[config.mk]
export PLATFORM = sky130hd
export DESIGN_NAME = ps2_keyboard
export DESIGN_NICKNAME = d
export VERILOG_FILES = /design/src/rtl/ps2_keyboard.sv
export SDC_FILE = /design/constraint.sdc
export NUM_CORES = 1
export LEC_CHECK = 0
export BUFFER_PORTS_ARGS = -buffer_cell sky130_fd_sc_hd__clkbuf_2
export CORE_MARGIN = 8
export CORE_UTILIZATION = 38
export DETAILED_ROUTE_END_ITERATION = 6
export GPL_ROUTABILITY_DRIVEN = 0
export HOLD_SLACK_MARGIN = 0.06
export SLEW_MARGIN = 20
export SYNTH_ARGS = -nofsm -noshare
export SYNTH_HDL_FRONTEND = slang
export SYNTH_SLANG_ARGS = --single-unit
[constraint.sdc]
create_clock -name clk -period 5.48 [get_ports clk]
set_input_delay 1.096 -clock clk [delete_from_list [all_inputs] [get_ports clk]]
set_output_delay 1.096 -clock clk [all_outputs]
set_load 0.01 [all_outputs]
[src/rtl/ps2_keyboard.sv]
// ps2_keyboard
// PS/2 keyboard receiver producing the Hack KBD word. Decodes a scan-code
// set-2 byte stream into the Hack character code of the key currently held,
// or 0 when no mapped key is held.
//
// Parameters:
//   FILTER_LEN      consecutive equal ps2_clk samples needed to accept a level change
//   TIMEOUT_CYCLES  clk cycles without a ps2_clk falling edge before a partial frame is dropped
// Ports:
//   clk        system clock
//   reset      synchronous, active-low reset
//   ps2_clk    raw PS/2 clock (asynchronous)
//   ps2_data   raw PS/2 data (asynchronous)
//   kbd_out    Hack key code of the held key, or 0
//   frame_err  one-cycle pulse on bad start/parity/stop bit or timeout
module ps2_keyboard #(
    parameter int FILTER_LEN     = 4,
    parameter int TIMEOUT_CYCLES = 50000
) (
    input  logic        clk,
    input  logic        reset,
    input  logic        ps2_clk,
    input  logic        ps2_data,
    output logic [15:0] kbd_out,
    output logic        frame_err
);

    localparam int FW = $clog2(FILTER_LEN + 1);
    localparam int TW = $clog2(TIMEOUT_CYCLES + 1);

    typedef enum logic [1:0] {
        S_IDLE,
        S_DATA,
        S_PARITY,
        S_STOP
    } state_t;

    // ------------------------------------------------------------------
    // Input conditioning: 2-flop synchronizers and ps2_clk glitch filter
    // ------------------------------------------------------------------
    logic [1:0]    clk_sync_reg;
    logic [1:0]    data_sync_reg;
    logic          filt_clk_reg;
    logic [FW-1:0] filt_cnt_reg;

    logic clk_s;
    logic data_s;
    logic filt_flip;
    logic fall_edge;

    assign clk_s  = clk_sync_reg[1];
    assign data_s = data_sync_reg[1];

    // The filtered level flips on the FILTER_LEN-th consecutive sample that
    // disagrees with it; any agreeing sample restarts the run.
    assign filt_flip = (clk_s != filt_clk_reg) && (filt_cnt_reg == FW'(FILTER_LEN - 1));
    assign fall_edge = filt_flip && filt_clk_reg;

    always_ff @(posedge clk) begin
        if (!reset) begin
            clk_sync_reg  <= 2'b11;
            data_sync_reg <= 2'b11;
            filt_clk_reg  <= 1'b1;
            filt_cnt_reg  <= '0;
        end else begin
            clk_sync_reg  <= {clk_sync_reg[0], ps2_clk};
            data_sync_reg <= {data_sync_reg[0], ps2_data};
            if (clk_s == filt_clk_reg) begin
                filt_cnt_reg <= '0;
            end else if (filt_flip) begin
                filt_clk_reg <= clk_s;
                filt_cnt_reg <= '0;
            end else begin
                filt_cnt_reg <= filt_cnt_reg + FW'(1);
            end
        end
    end

    // ------------------------------------------------------------------
    // Frame FSM
    // ------------------------------------------------------------------
    state_t        state_reg, state_next;
    logic [7:0]    sr_reg, sr_next;
    logic [2:0]    bit_cnt_reg, bit_cnt_next;
    logic          par_reg, par_next;
    logic [TW-1:0] to_cnt_reg, to_cnt_next;
    logic          byte_valid_reg, byte_valid_next;
    logic          frame_err_reg, frame_err_next;

    always_ff @(posedge clk) begin
        if (!reset) begin
            state_reg      <= S_IDLE;
            sr_reg         <= '0;
            bit_cnt_reg    <= '0;
            par_reg        <= 1'b0;
            to_cnt_reg     <= '0;
            byte_valid_reg <= 1'b0;
            frame_err_reg  <= 1'b0;
        end else begin
            state_reg      <= state_next;
            sr_reg         <= sr_next;
            bit_cnt_reg    <= bit_cnt_next;
            par_reg        <= par_next;
            to_cnt_reg     <= to_cnt_next;
            byte_valid_reg <= byte_valid_next;
            frame_err_reg  <= frame_err_next;
        end
    end

    always_comb begin
        state_next      = state_reg;
        sr_next         = sr_reg;
        bit_cnt_next    = bit_cnt_reg;
        par_next        = par_reg;
        to_cnt_next     = to_cnt_reg;
        byte_valid_next = 1'b0;
        frame_err_next  = 1'b0;

        if (fall_edge) begin
            // An edge always wins over a simultaneous timeout.
            to_cnt_next = '0;
            case (state_reg)
                S_IDLE: begin
                    if (!data_s) begin
                        state_next   = S_DATA;
                        bit_cnt_next = '0;
                        sr_next      = '0;
                    end else begin
                        frame_err_next = 1'b1;
                    end
                end
                S_DATA: begin
                    sr_next      = {data_s, sr_reg[7:1]};
                    bit_cnt_next = bit_cnt_reg + 3'd1;
                    if (bit_cnt_reg == 3'd7) begin
                        state_next = S_PARITY;
                    end
                end
                S_PARITY: begin
                    par_next   = data_s;
                    state_next = S_STOP;
                end
                S_STOP: begin
                    // Odd parity: data bits plus parity bit hold an odd count of ones.
                    if (data_s && (^{sr_reg, par_reg})) begin
                        byte_valid_next = 1'b1;
                    end else begin
                        frame_err_next = 1'b1;
                    end
                    state_next = S_IDLE;
                end
                default: state_next = S_IDLE;
            endcase
        end else if (state_reg != S_IDLE) begin
            if (to_cnt_reg == TW'(TIMEOUT_CYCLES - 1)) begin
                frame_err_next = 1'b1;
                state_next     = S_IDLE;
                sr_next        = '0;
                bit_cnt_next   = '0;
                to_cnt_next    = '0;
            end else begin
                to_cnt_next = to_cnt_reg + TW'(1);
            end
        end
    end

    // ------------------------------------------------------------------
    // Sequence decoder and scan-code map. sr_reg still holds the received
    // byte while byte_valid_reg is high: it is only rewritten by a new start bit.
    // ------------------------------------------------------------------
    logic        ext_reg, ext_next;
    logic        brk_reg, brk_next;
    logic [15:0] kbd_out_reg, kbd_out_next;
    logic [15:0] code;

    always_comb begin
        code = 16'd0;
        if (ext_reg) begin
            case (sr_reg)
                8'h6B:   code = 16'd130;
                8'h75:   code = 16'd131;
                8'h74:   code = 16'd132;
                8'h72:   code = 16'd133;
                default: code = 16'd0;
            endcase
        end else begin
            case (sr_reg)
                8'h1C: code = 16'd65;  8'h32: code = 16'd66;  8'h21: code = 16'd67;
                8'h23: code = 16'd68;  8'h24: code = 16'd69;  8'h2B: code = 16'd70;
                8'h34: code = 16'd71;  8'h33: code = 16'd72;  8'h43: code = 16'd73;
                8'h3B: code = 16'd74;  8'h42: code = 16'd75;  8'h4B: code = 16'd76;
                8'h3A: code = 16'd77;  8'h31: code = 16'd78;  8'h44: code = 16'd79;
                8'h4D: code = 16'd80;  8'h15: code = 16'd81;  8'h2D: code = 16'd82;
                8'h1B: code = 16'd83;  8'h2C: code = 16'd84;  8'h3C: code = 16'd85;
                8'h2A: code = 16'd86;  8'h1D: code = 16'd87;  8'h22: code = 16'd88;
                8'h35: code = 16'd89;  8'h1A: code = 16'd90;
                8'h45: code = 16'd48;  8'h16: code = 16'd49;  8'h1E: code = 16'd50;
                8'h26: code = 16'd51;  8'h25: code = 16'd52;  8'h2E: code = 16'd53;
                8'h36: code = 16'd54;  8'h3D: code = 16'd55;  8'h3E: code = 16'd56;
                8'h46: code = 16'd57;
                8'h29: code = 16'd32;  8'h5A: code = 16'd128;
                8'h66: code = 16'd129; 8'h76: code = 16'd140;
                default: code = 16'd0;
            endcase
        end
    end

    always_comb begin
        ext_next     = ext_reg;
        brk_next     = brk_reg;
        kbd_out_next = kbd_out_reg;
        if (frame_err_reg) begin
            ext_next = 1'b0;
            brk_next = 1'b0;
        end else if (byte_valid_reg) begin
            if (sr_reg == 8'hE0) begin
                ext_next = 1'b1;
            end else if (sr_reg == 8'hF0) begin
                brk_next = 1'b1;
            end else begin
                ext_next = 1'b0;
                brk_next = 1'b0;
                if (!brk_reg) begin
                    if (code != 16'd0) begin
                        kbd_out_next = code;
                    end
                end else if (code == kbd_out_reg) begin
                    kbd_out_next = 16'd0;
                end
            end
        end
    end

    always_ff @(posedge clk) begin
        if (!reset) begin
            ext_reg     <= 1'b0;
            brk_reg     <= 1'b0;
            kbd_out_reg <= 16'd0;
        end else begin
            ext_reg     <= ext_next;
            brk_reg     <= brk_next;
            kbd_out_reg <= kbd_out_next;
        end
    end

    assign kbd_out   = kbd_out_reg;
    assign frame_err = frame_err_reg;

endmodule
# [Word-level counts from Yosys, hierarchy flattened]
# Memory sizes are Yosys's and may differ from the RTL's. A register that Yosys moved wholly into a read port is not among the register bits.
# Cells that the tools add are included.
[word_totals] reg_bits=58 elab_cells=99 mem_count=1 mem_bits_ro=1024
[classes] n_bitwise=5 reduce_logical=21 n_eq_ne=20 mux=35 addsub=3
[mem_list] name="(name not given)" words=128 width=8 rd=1 rd_clocked_by_memory_dff=1 write_ports=0 line="187" text="case (sr_reg)"
[op_table] cell="two-way mux 16 bit" n=6
[op_table] cell="== test 8 x 7 -> 1 bit (second input constant)" n=4
[op_table] cell="two-way mux 8 bit" n=4
[op_table] cell="case mux 8 bit (4 select lines)" n=1
[op_table] cell="adder 16 x 1 -> 16 bit (second input constant)" n=1
[op_table] cell="== test 16 bit" n=1
[op_table] cell="== test 16 bit (second input constant)" n=1
[op_table] cell="== test 8 bit (second input constant)" n=2
[op_table] cell="case mux 8 bit (2 select lines)" n=1
[op_table] cell="nonzero test 16 bit" n=1
[op_table] cell="two-way mux 7 bit" n=2
[op_table] cell="two-way mux 3 bit" n=4
[op_table] cell="two-way mux 2 bit" n=5
[op_table] cell="two-way mux 1 bit" n=9
[op_table] cell="parity 9 bit" n=1
[op_table] cell="case mux 2 bit (4 select lines)" n=1
[op_table] cell="AND reduction 2 bit" n=4
[op_table] cell="AND reduction 4 bit" n=2
[op_table] cell="nonzero test 2 bit" n=4
[op_table] cell="adder 3 x 1 -> 3 bit (second input constant)" n=2
[op_table] cell="inequality test 3 bit (second input constant)" n=2
[op_table] cell="case mux 3 bit (2 select lines)" n=1
[op_table] cell="AND reduction 6 bit" n=1
[op_table] cell="NOT 1 bit" n=5
[op_table] cell="other kinds (15)" n=19

# [Depth between registers and ports, before layout]
# Gate-level depths: netlist of the first run.
[logic_depth] word_depth=7 depth_mapped=16

# [Least setup slack after synthesis of the first run]
# OpenSTA, ideal clock, no wires.
[synth_timing] kind="flip-flop to flip-flop" from="reg filt_cnt_reg[0]" to="reg (tool-made name)" arrival_ns=3.079 setup_ns=0.142 t_required_ns=5.338 slack_ns=2.260 stages_incl_launch_ff=17 synth_period_minus_slack_ns=3.220 path_cell_list="dfxtp_1 > ha_1 > ha_1 > and4bb_2 > o22ai_2 > o21ai_2 > buf_2 > a22oi_1 > nor2_1 > ha_1 > clkbuf_1 > a21oi_1 > o22ai_1 > o21a_1 > a31o_1 > o41ai_1 > a31oi_1"
[synth_lines] item="from (decl)" line="44" text="logic [FW-1:0] filt_cnt_reg;"
[synth_lines] item="from (signal assigned)" line="74" text="filt_cnt_reg <= filt_cnt_reg + FW'(1);"

==> results of run 1 <==
critical path: stages (launching register included):
cell and delay, ns:
dfxtp_1 0.32, ha_1 0.20, ha_1 0.26, and3b_1 0.31, o21ai_2 0.61, a31oi_1 0.44, ha_1 0.48, a21oi_1 0.17
o22ai_1 0.10, o21a_1 0.24, a31o_1 0.19, o41ai_1 0.35, a31oi_1 0.14
per-stage QoR:
step	hold slack (ns)	worst slack (ns)	std cells	power, mW
3_3_place_gp	0.3912	1.624	582	0.4488
2_1_floorplan	0.3863	2.260	470	0.4497
3_5_place_dp	0.3960	1.538	582	0.4491
6_report	0.4239	1.539	598	0.8037
4_1_cts	0.4271	1.581	598	0.8139
5_1_grt	0.4364	1.196	598	0.8377
worst min-delay path by stage:
stage	end	slack [ns]	depth (start not counted)
4_1_cts	filt_cnt_reg[0]	0.43	1
5_1_grt	filt_cnt_reg[0]	0.44	1
6_report	clk_sync_reg[1]	0.42	1
2_1_floorplan	clk_sync_reg[1]	0.39	1
3_3_place_gp	data_sync_reg[1]	0.39	1
3_5_place_dp	clk_sync_reg[1]	0.40	1
layer usage:
metal | up-vias | GRT usage [%] | part of all wire [%]
met1 | 1546 | 17.91 | 46
li1 | 1660 | - | -
met3 | 20 | 3.414 | 6.1
met2 | 127 | 21.76 | 45
met5 | - | 0 | 0
met4 | 0 | 5.342 | 2.3
layout by cell type, fill, tap and decap left out, drive strengths merged, types with 5 or more instances in the layout:
master | synthesis | final
conb | 1 | 8
o211ai | 5 | 5
o21a | 5 | 5
inv | 18 | 19
xor2 | 10 | 10
nor2b | 6 | 6
nor3 | 11 | 11
a21oi | 29 | 29
a31oi | 11 | 11
nand2b | 7 | 7
a211oi | 7 | 7
xnor2 | 18 | 18
dfxtp | 58 | 58
nand4 | 5 | 5
clkbuf | 14 | 22
nand2 | 36 | 36
a22oi | 8 | 8
a21boi | 5 | 5
a22o | 8 | 8
ha | 15 | 15
nor2 | 53 | 53
o21ai | 24 | 24
mux2i | 5 | 5
nand3 | 24 | 24
logic make-up after synthesis:
family | Yosys count | share of synthesized area, %
other | 1 | 0.1010
XOR/XNOR | 28 | 6.608
flip-flops | 58 | 31.29
multiplexers | 6 | 1.652
AO/OA/AOI/OAI | 128 | 24.07
AND/OR/NAND/NOR | 175 | 24.48
adder cells (fa/ha/maj) | 15 | 5.057
buffers and inverters | 52 | 6.743
layout make-up:
cell class	count	area, sq um
Tap cell	133	166.4
Fill cell	1021	5675
Inverter	19	71.32
Sequential cell	58	1161
Multi-Input combinational cell	360	2326
Clock inverter	6	41.29
Timing Repair Buffer	12	60.06
Clock buffer	10	137.6
cell usage after synthesis (all sizes together) (3+ instances only):
library cell | instances | area, sq um
nand3 | 24 | 120.1
xor2 | 10 | 87.58
o41ai | 3 | 26.28
o22ai | 3 | 25.02
or3 | 3 | 18.77
buf | 19 | 126.4
a32oi | 3 | 33.79
a22o | 8 | 70.07
a211oi | 7 | 57.55
and3 | 4 | 25.02
a21oi | 29 | 145.1
inv | 18 | 67.56
and4bb | 3 | 37.53
a31oi | 11 | 75.07
ha | 15 | 187.7
nor2b | 6 | 37.54
a21boi | 5 | 37.54
clkbuf | 14 | 52.55
o21ai | 24 | 135.1
nor2 | 53 | 198.9
a22oi | 8 | 60.06
o21a | 5 | 37.54
nor3 | 11 | 55.05
nand2 | 36 | 142.6
mux2i | 5 | 50.05
o32ai | 3 | 26.28
nand4 | 5 | 31.28
xnor2 | 18 | 157.7
o211ai | 5 | 37.54
nand2b | 7 | 43.79
dfxtp | 58 | 1161
where the power goes:
part	total, mW	switching, mW	internal, mW
Clock	0.364	0.188	0.176
Sequential	0.424	0.00122	0.423
Combinational	0.0156	0.0124	0.00320
==> summary.md, run 1 <==
| Metric | Value |
|---|---|
| Detailed Route Iter0 Violations | roughly 410 |
| Setup Skew | between 0.01 and 0.015 ns |
| DR pass1 iterations | 5 |
| N_diodes | 0 |
| CTS max path bufs | 2 |
| Final setup violation count | 0 |
| Final hold violation count | 0 |
| Avg Vias per Cell | about 5.6 |
| Fin crit share | around 72% |
| Period minus WS final | ~4 ns |
| CTS HTree Levels | 3 |
| Async SR Flop Fraction | 0% |
| Clk_lat worst skew | 0.35 ns |
| Chip width | 114.8 microns |
| Reg2Reg Launch Point | filt_cnt_reg[0] |
| Minimum setup slack among reg-to-reg paths | roughly 1.5 ns |
| Post-CTS Setup Inserts | 0 |
| Post-synthesis cell type count | 75 |
| CTS Root Cell | clkbuf_8 |
| Nets | approximately 480 |
| Post-route ant nets | 0 |
| RSZ-0062 raised after global routing | false |
| Port bufs | 12 |
| CTS tree | done |
| CTS Buf Count | 9 |
| First-pass GRT wire length | roughly 15000 microns |
| Cts hold-fix bufs | 0 |
| Initial antenna violation count | 0 |
| Initial core utilization | between 30% and 40% |
| Worst hold-check path type | flip-flop to flip-flop |
| EDFF count, synth | 0 |
| Yosys reg bits | slightly below 60 |
| Worst EP required | 5.68 ns |
| Critical path type | flip-flop to flip-flop |
| Vias post-DR | ~3400 |
| Pin count of the biggest net entering global routing | 31 |
| Avg Synthesized Cell Area | between 8 and 9 sq um |
| Clock Sinks | just under 60 |
| Worst-margin pin slew | about 0.82 ns |
| Synth warn | 0 |
| Overall Global Routing Usage | roughly 14% |
| CORE AREA | ~9600 sq um |
| Worst slew margin | about 45% |
| CP endpoint kind | flip-flop |
| Placed inst area | between 3000 and 4000 sq um |
| Aggregate global routing overflow | 0 |
| Clock-pin slew on the worst setup and hold paths | approximately 0.080 ns |
| Final WL | 9048 microns |
| Max-cap viol count | 0 |
| Die height | about 110 microns |
| Critical Path AT | just over 4 ns |
| Setup TNS | 0 ns |
| Post-Syn Instances | roughly 460 |
| R2R depth | 12 |
| Die area | approximately 13000 sq um |
| Fraction of layout cells with a size suffix above 1 | under 10% |
| Worst VDD drop | around 0.00012 V |
| Post_cts resized | 0 |
| I/O pin count | 21 |
| Sequential-to-total area share from yosys stat | ~31% |
| Crit-path max FO | 17 |
| # DRC | 0 |
| Status | completed |
| P&R area growth vs syn | 6.810% |
| Startpoint types | flip-flop |
| Slew Limit Fails | 0 |
| Layout Utilization | between 40% and 50% |
| Most used flip-flop cell after synthesis | dfxtp_1 |
| Post-Syn Area | 3711 sq um |
| LEAKAGE | roughly 1.5 nW |
| Post-DP HPWL | approximately 6500 microns |
| Rows | 36 |
| Hold wc startpoint | clk_sync_reg[0] |
| PD cells | 202.8 nW/um^2 |
| Fmax | approximately 0.25 GHz |
| Vias in the first global route | approximately 3100 |
| Crit. Startpoint | filt_cnt_reg[0] |
| Fin area | 3964 sq um |
| Routed WL per cell | roughly 15 microns |
Note: power is estimated with default switching activity, not from simulation.
==> inputs of run 2 (changes only) <==
==> constraint.sdc (replaced) <==
create_clock -name clk -period 3.4 [get_ports clk]
set_input_delay 0.68 -clock clk [delete_from_list [all_inputs] [get_ports clk]]
set_output_delay 0.68 -clock clk [all_outputs]
set_load 0.01 [all_outputs]
==> summary.md, run 2 (same netlist as run 1, synthesis figures left out) <==
| Metric | Value |
|---|---|
| CORE AREA | between 9000 and 10000 sq um |
| CTS HTree Levels | 3 |
| Worst hold-check path type | flip-flop to flip-flop |
| P&R area growth vs syn | 11.33% |
| Worst slew margin | between 50% and 60% |
| Chip width | 114.8 microns |
| CP peak stage delay | about 0.4 ns |
| Worst hold margin | 0.4082 ns |
| Setup Skew | roughly 0.012 ns |
| Post-DP HPWL | between 6000 and 7000 microns |
| CTS Root Cell | clkbuf_8 |
| PD cells | approximately 370 nW/um^2 |
| WP depth | 14 |
| Die area | about 13000 sq um |
| CTS max path bufs | 2 |
| Routed WL per cell | between 15 and 20 microns |
| Setup TNS | 0 ns |
| Aggregate global routing overflow | 0 |
| Die height | between 100 and 150 microns |
| Fin crit share | 91.92% |
| Clock-pin slew on the worst setup and hold paths | ~0.080 ns |
| Initial core utilization | between 30% and 40% |
| Status | completed |
| Worst Hold Depth | 1 |
| Final hold violation count | 0 |
| Period minus WS final | 3.125 ns |
| I/O pin count | 21 |
| Final setup violation count | 0 |
| Post_cts resized | 0 |
| Overall Global Routing Usage | 14.56% |
| Final WL | 9370 microns |
| Post-route ant nets | 0 |
| Startpoint types | flip-flop |
| Post-CTS Setup Inserts | 0 |
| CTS tree | done |
| Critical path type | flip-flop to flip-flop |
| Avg Vias per Cell | 5.648 |
| Finished Layout Cells | 611 |
| Worst-margin pin slew | approximately 0.7 ns |
| Cell repeated most along the worst path | ha_1 |
| Worst EP required | approximately 3.6 ns |
| Cts hold-fix bufs | 0 |
| Vias in the first global route | 3147 |
| Slew Limit Fails | 0 |
| CTS Buf Count | 9 |
| Detailed Route Iter0 Violations | 375 |
| Initial antenna violation count | 0 |
| LEAKAGE | around 1.6 nW |
| CP Buf/Inv Count | 0 |
| Vias post-DR | ~3500 |
| Crit-path max FO | 6 |
| RSZ-0062 raised after global routing | false |
| Crit path cell chain | ha_1 > ha_1 > and4bb_2 > o22ai_2 > o21ai_2 > a22oi_1 > nor2_1 > ha_1 > a21oi_1 > o22ai_1 > o21a_1 > a31o_1 > o41ai_1 > a31oi_1 |
| R2R depth | 14 |
| DR pass1 iterations | 5 |
| Port bufs | 12 |
| Commonest non-fill, non-tap cell in the layout | dfxtp_1 |
| CP endpoint kind | flip-flop |
| Most frequent cells in the layout | dfxtp_1, nor2_1, nand2_1 |
| Fraction of layout cells with a size suffix above 1 | a little under an eighth |
| Nets | between 400 and 500 |
| Critical Path AT | 3.35 ns |
| First-pass GRT wire length | between 15000 and 20000 microns |
| Clock Sinks | a little under 60 |
| N_diodes | 0 |
| Worst VDD drop | between 0.00015 and 0.0002 V |
| Clk_lat worst skew | about 0.35 ns |
| CP top delay family | compound AO/OA/AOI/OAI gates |
| Max-cap viol count | 0 |
| CP max-delay cell | o41ai_1 |
| Fmax | between 0.3 and 0.4 GHz |
| DP Cell Count | ~600 |
| # DRC | 0 |
| Rows | 36 |
| Pin count of the biggest net entering global routing | 20 |
## run 2: changes by cell type in the layout (fill, tap and decap cells not counted), sizes merged
cell | previous run | this run
buf | 0 | 13
bufinv | 0 | 3
clkbuf | 22 | 21
clkinv | 3 | 4
clkinvlp | 3 | 0
## run 2: layout make-up
cell class / instances / area [sq um]
Fill cell: 1024 / 5508
Multi-Input combinational cell: 360 / 2326
Sequential cell: 58 / 1161
Tap cell: 133 / 166.4
Timing Repair Buffer: 25 / 157.7
Clock inverter: 7 / 125.1
Clock buffer: 9 / 123.9
Inverter: 19 / 71.32
## run 2: power breakdown
group          total [mW]  switching (mW)  internal [mW]
registers           0.683         0.00209          0.681
clock network       0.813           0.320          0.493
logic              0.0274          0.0207        0.00668
## run 2: per-layer routing
metal  track usage, %  part of all wire (%)
met1            18.74                    46
met3            4.149                   6.9
met2            22.54                    45
met5                0                     0
met4            5.604                   2.6
## run 2: worst reg2reg max path: stages, from the launching register on
cell	delay, ns
dfxtp_1	0.32
ha_1	0.19
ha_1	0.23
and4bb_2	0.25
o22ai_2	0.24
o21ai_2	0.12
a22oi_1	0.19
nor2_1	0.11
ha_1	0.22
a21oi_1	0.12
o22ai_1	0.10
o21a_1	0.21
a31o_1	0.18
o41ai_1	0.40
a31oi_1	0.12
## run 2: through the flow
stage	utilization [%]	power, mW	setup slack (ns)	cell area, sq um
floorplan	-	0.7248	0.1795	3737
global placement	40.28	0.7259	0.4051	3882
detailed placement	40.28	0.7265	0.3460	3882
CTS	42.86	1.543	0.3126	4131
global route	42.86	1.583	0.03073	4131
finish	42.86	1.523	0.2746	4131
## run 2: path summary, 6_finish.rpt
check                  start              end  slack, ns
max          filt_cnt_reg[0]        flip-flop       0.27
min          clk_sync_reg[0]  clk_sync_reg[1]       0.41
max reg2reg  filt_cnt_reg[0]        flip-flop       0.27
min reg2reg  clk_sync_reg[0]  clk_sync_reg[1]       0.41
